--- config.mk ---
export PLATFORM = sky130hd
export DESIGN_NAME = scan_word_mux
export DESIGN_NICKNAME = d
export VERILOG_FILES = /design/src/rtl/scan_word_mux.sv
export SDC_FILE = /design/constraint.sdc
export NUM_CORES = 1
export LEC_CHECK = 0
export BUFFER_PORTS_ARGS = -buffer_cell sky130_fd_sc_hd__buf_4
export CAP_MARGIN = 20
export CORE_AREA = 4 4 418 420
export DETAILED_ROUTE_END_ITERATION = 8
export DIE_AREA = 0 0 422 424
export PLACE_DENSITY = 0.34
export SLEW_MARGIN = 20
export SYNTH_ARGS = -nofsm -noshare
export SYNTH_HDL_FRONTEND = slang
export SYNTH_SLANG_ARGS = --single-unit
--- constraint.sdc ---
create_clock -name clk -period 3 [get_ports clk]
set_input_delay 0.15 -clock clk [delete_from_list [all_inputs] [get_ports clk]]
set_output_delay 0.15 -clock clk [all_outputs]
set_load 0.05 [all_outputs]
--- src/rtl/scan_word_mux.sv ---
// rtl/scan_word_mux.sv - registered N-to-1 word mux with direct-select and range-scan modes
// One output slot with valid/ready; loads come from a direct request (IDLE) or a scan cursor (SCAN).
module scan_word_mux #(
  parameter int WIDTH = 4,
  parameter int COUNT = 256,
  localparam int SELW = $clog2(COUNT)
) (
  input  logic                   clk,
  input  logic                   rst,
  input  logic [WIDTH*COUNT-1:0] in,
  input  logic [SELW-1:0]        sel,
  input  logic                   sel_valid,
  output logic                   sel_ready,
  input  logic                   start,
  input  logic [SELW-1:0]        scan_lo,
  input  logic [SELW-1:0]        scan_hi,
  input  logic                   scan_loop,
  input  logic                   abort,
  output logic                   busy,
  output logic                   done,
  output logic                   start_err,
  output logic [WIDTH-1:0]       out_data,
  output logic [SELW-1:0]        out_idx,
  output logic                   out_last,
  output logic                   out_err,
  output logic                   out_valid,
  input  logic                   out_ready
);

  localparam logic [0:0] IDLE = 1'b0;
  localparam logic [0:0] SCAN = 1'b1;
  localparam logic [SELW:0] COUNT_W = (SELW+1)'(COUNT);

  logic [0:0]       state;
  logic [SELW-1:0]  lo, hi, cur;
  logic             loop;
  logic [WIDTH-1:0] words [COUNT];

  logic             free, sel_err, range_ok;
  logic             load_dir, load_scan, load;
  logic [SELW-1:0]  load_idx;
  logic [WIDTH-1:0] load_data;

  always_comb begin
    for (int i = 0; i < COUNT; i++) begin
      words[i] = in[i*WIDTH +: WIDTH];
    end
  end

  assign busy = (state == SCAN);

  always_comb begin
    free      = !out_valid || out_ready;
    sel_err   = ({1'b0, sel} >= COUNT_W);
    range_ok  = (scan_lo <= scan_hi) && ({1'b0, scan_hi} < COUNT_W);
    sel_ready = (state == IDLE) && free && !start;
    load_dir  = sel_valid && sel_ready;
    // abort wins over a scan load in the same cycle
    load_scan = (state == SCAN) && !abort && free;
    load      = load_dir || load_scan;
    load_idx  = load_scan ? cur : sel;
    if (load_scan) begin
      load_data = words[cur];
    end else if (sel_err) begin
      load_data = '0;
    end else begin
      load_data = words[sel];
    end
  end

  always_ff @(posedge clk) begin
    if (rst) begin
      state     <= IDLE;
      lo        <= '0;
      hi        <= '0;
      cur       <= '0;
      loop      <= 1'b0;
      out_valid <= 1'b0;
      out_data  <= '0;
      out_idx   <= '0;
      out_last  <= 1'b0;
      out_err   <= 1'b0;
      done      <= 1'b0;
      start_err <= 1'b0;
    end else begin
      done      <= 1'b0;
      start_err <= 1'b0;

      if (load) begin
        out_valid <= 1'b1;
        out_data  <= load_data;
        out_idx   <= load_idx;
        out_last  <= load_scan && (cur == hi);
        out_err   <= load_dir && sel_err;
      end else if (out_ready) begin
        out_valid <= 1'b0;
      end

      case (state)
        IDLE: begin
          if (start) begin
            if (range_ok) begin
              lo    <= scan_lo;
              hi    <= scan_hi;
              loop  <= scan_loop;
              cur   <= scan_lo;
              state <= SCAN;
            end else begin
              start_err <= 1'b1;
            end
          end
        end
        SCAN: begin
          if (abort) begin
            state <= IDLE;
          end else if (load_scan) begin
            if (cur == hi) begin
              if (loop) begin
                cur <= lo;
              end else begin
                state <= IDLE;
                done  <= 1'b1;
              end
            end else begin
              cur <= cur + 1'b1;
            end
          end
        end
        default: state <= IDLE;
      endcase
    end
  end

endmodule

* Word-level counts from Yosys, hierarchy flattened
Cells that the tools add are included.
Widths: inputs -> output; s select.
** Word-level totals
- Input bits :: 1055
- Output and inout port bits :: 19
- Flip-flop bits (word level) :: 42
- Word-level logic and storage cells :: 69
** Cells by class
- Add/sub/neg operators :: 1
- Bitwise gates (word level) :: 6
- Muxes and demuxes :: 26
- Reductions and logical operators :: 16
- Equal/unequal tests :: 6
- Order comparisons :: 3
** Operators by type and width (count)
- $bmux 4 s8 :: 2
- $mux 8 :: 7
- $mux 4 :: 5
- $ge 9x9->1 const B :: 2
- $not 8->9 :: 2
- $pmux 8 s2 :: 1
- $mux 1 :: 10
- $add 8x1->8 const B :: 1
- $eq 8x8->1 :: 1
- $le 8x8->1 :: 1
- $logic_and 1x1->1 :: 6
- $ne 2x2->1 const B :: 3
- $reduce_and 5->1 :: 1
- $reduce_or 5->1 :: 1
- $not 1->1 :: 4
- $logic_not 1->1 :: 3
- $ne 3x3->1 const B :: 1
- $reduce_and 3->1 :: 1
- $reduce_or 3->1 :: 1
- $logic_or 1x1->1 :: 2
- $ne 2x1->1 const B :: 1
- $pmux 1 s2 :: 1
- $reduce_bool 2->1 :: 1

* Longest topological paths before layout
- Depth after elaboration :: 7
- Depth in mapped cells :: 12
- Gate-level depth less buffers :: 10

* Worst setup path before layout
OpenSTA, ideal clock, no wires.
- Kind :: register -> register
- Start point :: register cur[0]
- End point :: register out_data[0]
- Setup slack :: 0.603 ns
- Data arrival time :: 2.263 ns
- Path buffers :: 4
- Cell stages (with the launch flop) :: 11
- Library setup time :: 0.134 ns
- Period minus slack after synthesis :: 2.397 ns
- Required time :: 2.866 ns
- Cells stage by stage :: dfxtp_1 -> buf_6 -> buf_6 -> buf_6 -> buf_4 -> mux4_2 -> a22oi_1 -> nand2_1 -> o41ai_1 -> a32o_1 -> a31oi_1
** On the way
- Word-level cells in the longest chain between the ends :: 5
** RTL lines
- start, declared :: line 35 : logic [SELW-1:0] lo, hi, cur;
- start signal, assigned :: line 106 : cur <= scan_lo;
- start signal, assigned :: line 119 : cur <= lo;
- start signal, assigned :: line 125 : cur <= cur + 1'b1;
- $not 8->9 (implied by the code) :: line 63 : load_data = words[cur];
- $bmux 4 s8 :: line 63
- $mux 4 (implied by the code) (2 in series) :: line 63
- $mux 4 :: line 62 : if (load_scan) begin
- end signal, assigned :: line 91 : out_data <= load_data;
- end, declared :: line 22 : output logic [WIDTH-1:0] out_data,
No other way between the ends. The select of a mux whose other input is x is not followed.
A chain may end at the register's enable or synchronous reset.

* Final worst setup path
- Start point :: register cur[0]
- End point :: register out_data[1]
The elaborated chain is that of the path after synthesis.

==> summary.md <==
| Metric | Value |
|---|---|
| Vias | 23,080 |
| First-pass GRT wire length | 251.4 mm |
| DRT Wirelength | 199.5 mm |
| Final Max Slew Viols | 0 |
| Worst EP required | 3.24 ns |
| Primary FF master, synth | dfxtp_1 |
| Fin Clk Skew | 0.01551 ns |
| Async SR Flop Fraction | 0 |
| Area leader, netlist | mux4_2 |
| Top-count cell post-synth | mux4_2 |
| Synth unique cells | 65 |
| CTS buffer count | 5 |
| CTS max path bufs | 2 |
| Placeable Area | 171,000 um2 |
| Dpl cell area | 31,470 um2 |
| Most frequent cells after synthesis | 489 x mux4_2, 127 x mux2i_1, 95 x a22oi_1 |
| CTS Sinks | 42 |
| Number of global-route vias before repair | 24,210 |
| Crit path cell chain | bufbuf_16 -> buf_4 -> or3_1 -> buf_12 -> o221ai_1 -> a21oi_1 -> a21oi_1 -> a211oi_1 -> buf_4 -> or3_1 -> a41oi_2 |
| Vias per cell | 4.598 |
| Detailed-route DRC error count | 0 |
| Sequential cell area | 857.1 um2 |
| Mapped Area | 18,540 um2 |
| WL/cell | 39.75 um |
| Nets@finish | 3,831 |
| GRT overflow | 0 |
| Largest net degree at the start of global routing | 46 |
| Die Span Y | 424 um |
| Post-layout minimum cycle time | 3.095 ns |
| Hold_buf cts | 0 |
| CTS clock-pin slew for the worst setup and hold paths | 0.08 ns |
| Clock latency on the worst-skew pair | 0.31 ns |
| Die Area | 178,900 um2 |
| Ys Warns | 0 |
| Dpl hpwl | 173.9 mm |
| Status | finished, violations left |
| RSZ-0062 raised after global routing | yes |
| EDFF count, synth | 0 |
| H-tree levels | 2 |
| Share of the synthesized area in the top cell type | 0.5941 |
| Synth top area cells | mux4_2 59%, mux2i_1 6.9%, dfxtp_1 4.5%, a22oi_1 3.8%, a21oi_1 2.3% |
| Syn_area_per_cell | 12.05 um2 |
| Setup-failing EPs final | 2 |
| CTS tree | done |
| Initial antenna violation count | 57 |
| Worst Path Buf+Inv | 4 |
| F_max | 323.1 MHz |
| Pwr Density | 294.2 nW/um2 |
| Antenna viol nets, final | 0 |
| Net count after synthesis | 2,603 |
| Post-synthesis sequential area ratio | 0.04536 |
| Finished Core Util | 0.1909 |
| Critical path class | reg -> reg |
| GRT Total Usage | 0.2113 |
| Multi-input logic area | 17,060 um2 |
| Rel. slew slack | 0.2856 |
| Starting Density | 0.1084 |
| Clock Root Buffer | clkbuf_16 |
| Worst Path Max Fanout | 7 |
| Worst setup EP type | flip-flop |
| Worst-margin pin slew | 1.068 ns |
| Ports | 1,074 |
| Cells after Synth | 1,539 |
| Placer congestion estimate | 0.9176 |
| Final worst setup slack | -0.09544 ns |
| Startpoint Class | flip-flop |
| Initial DRC count | 2,043 |
| Final Hold Viols | 0 |
| Number of port buffers | 1,072 |
| Fin crit share | 1.032 |
| Crit-path max cell delay | 0.47 ns |
| CP arrival | 3.34 ns |
| Area grow syn2layout | 76.03% |
| Lkg Pwr | 0.01257 uW |
| Drt first pass iters | 6 |
| Design Area, Final | 32,630 um2 |
| Proportion of layout cells with a drive suffix above 1 | 0.7341 |
| Cell family with most CP delay | compound AO/OA/AOI/OAI gates |
| Die width | 422 um |
| Fill count | 18,820 |
| Critical-path top delay cell | a21oi_1 |
| Row count | 152 |
| Synthesized flop and latch total | 42 |
| Hold Path Class | in -> reg |
| Max cap viols | 0 |
| Peak supply drop | 0.1644 mV |
| Failing checks | setup timing |
==> final timing paths <==
check | startpoint | to | slack (ns) | cells after the start
worst min register to register | lo[7]$_SDFFE_PP0P_ | lo[7]$_SDFFE_PP0P_ | 0.48 | 2
worst max register to register | cur[0]$_SDFFE_PP0P_ | out_data[1]$_SDFFE_PP0P_ | -0.1 | 11
worst max-delay path | cur[0]$_SDFFE_PP0P_ | out_data[1]$_SDFFE_PP0P_ | -0.1 | 11
worst min-delay path | scan_hi[3] | hi[3]$_SDFFE_PP0P_ | 0.09 | 3
==> power breakdown <==
part / switching, uW / internal (uW) / total, uW
combinational: 4210 / 4070 / 8280
sequential: 68.1 / 612 / 680
clock: 317 / 320 / 637
total: 4600 / 5000 / 9600
==> cells in the final DEF (no fill, tap or decap), drive strengths merged, types with 23 or more instances in the layout <==
| master | instances |
|---|---|
| buf | 1417 |
| mux4 | 489 |
| mux2i | 127 |
| a22oi | 95 |
| a21oi | 86 |
| nand2 | 84 |
| nor2 | 53 |
| o21ai | 51 |
| dfxtp | 42 |
| nand3 | 29 |
| o22ai | 24 |
| a211oi | 23 |
==> cells by family (layout without fill, tap and decap cells) <==
logic type / count (synthesis) / in the layout / share of synthesized area
other: 1 / 19 / 0.0002023
buffers and inverters: 217 / 1446 / 0.06830
AND/OR/NAND/NOR: 239 / 239 / 0.05987
adder cells (fa/ha/maj): 9 / 9 / 0.006075
flip-flops: 42 / 42 / 0.04536
multiplexers: 625 / 625 / 0.6681
XOR/XNOR: 14 / 14 / 0.006614
AO/OA/AOI/OAI: 392 / 392 / 0.1455
==> through the flow <==
| step | setup TNS (ns) | hold slack [ns] | worst slack [ns] | std cells | power [uW] |
|---|---|---|---|---|---|
| 4_1_cts | -0.2198 | 0.08859 | -0.08533 | 4994 | 9607 |
| 5_1_grt | -0.2210 | 0.09913 | -0.1064 | 5016 | 10010 |
| 3_3_place_gp | -2.107 | 0.4022 | -0.8919 | 4969 | 8530 |
| 6_report | -0.09697 | 0.09377 | -0.09544 | 5019 | 9601 |
| 2_1_floorplan | 0 | 0.2860 | 0.6025 | 1539 | 4156 |
| 3_5_place_dp | -2.201 | 0.4133 | -0.9348 | 4969 | 8528 |
==> state kept, by name (all words and copies together), names as in the netlist <==
| register | flops |
|---|---|
| busy | 1 |
| out_data | 4 |
| cur | 8 |
| done | 1 |
| out_valid | 1 |
| start_err | 1 |
| loop | 1 |
| lo | 8 |
| out_last | 1 |
| out_idx | 8 |
| hi | 8 |
==> metal layers <==
metal	wire [um]	up-vias	track usage
met5	102	-	0
met4	3171	14	0.02953
li1	-	9336	-
met2	103900	1141	0.3854
met1	82140	12450	0.2693
met3	10240	134	0.02991
==> worst min-delay path, cell delays in order <==
cell and delay [ns]:
buf_4 0.11, nand2_1 0.05, a21oi_1 0.05
==> cell type report <==
type,count,share of cell area
clock buffer,5,0.003834
antenna,18,0.001380
inverter,17,0.001994
sequential,42,0.02626
clock inverter,3,0.0008052
tap,2233,0.08562
multi-input combinational,1280,0.5229
timing repair buffer,1421,0.3572
==> timing repair <==
action / CTS / global route
setup endpoints to repair: 4 / 10
setup buffers: 14 / 7
pin swaps: 16 / 7
cloned: 4 / 1
gates resized for setup: 85 / 32
Power figures use the tool's default switching activity.
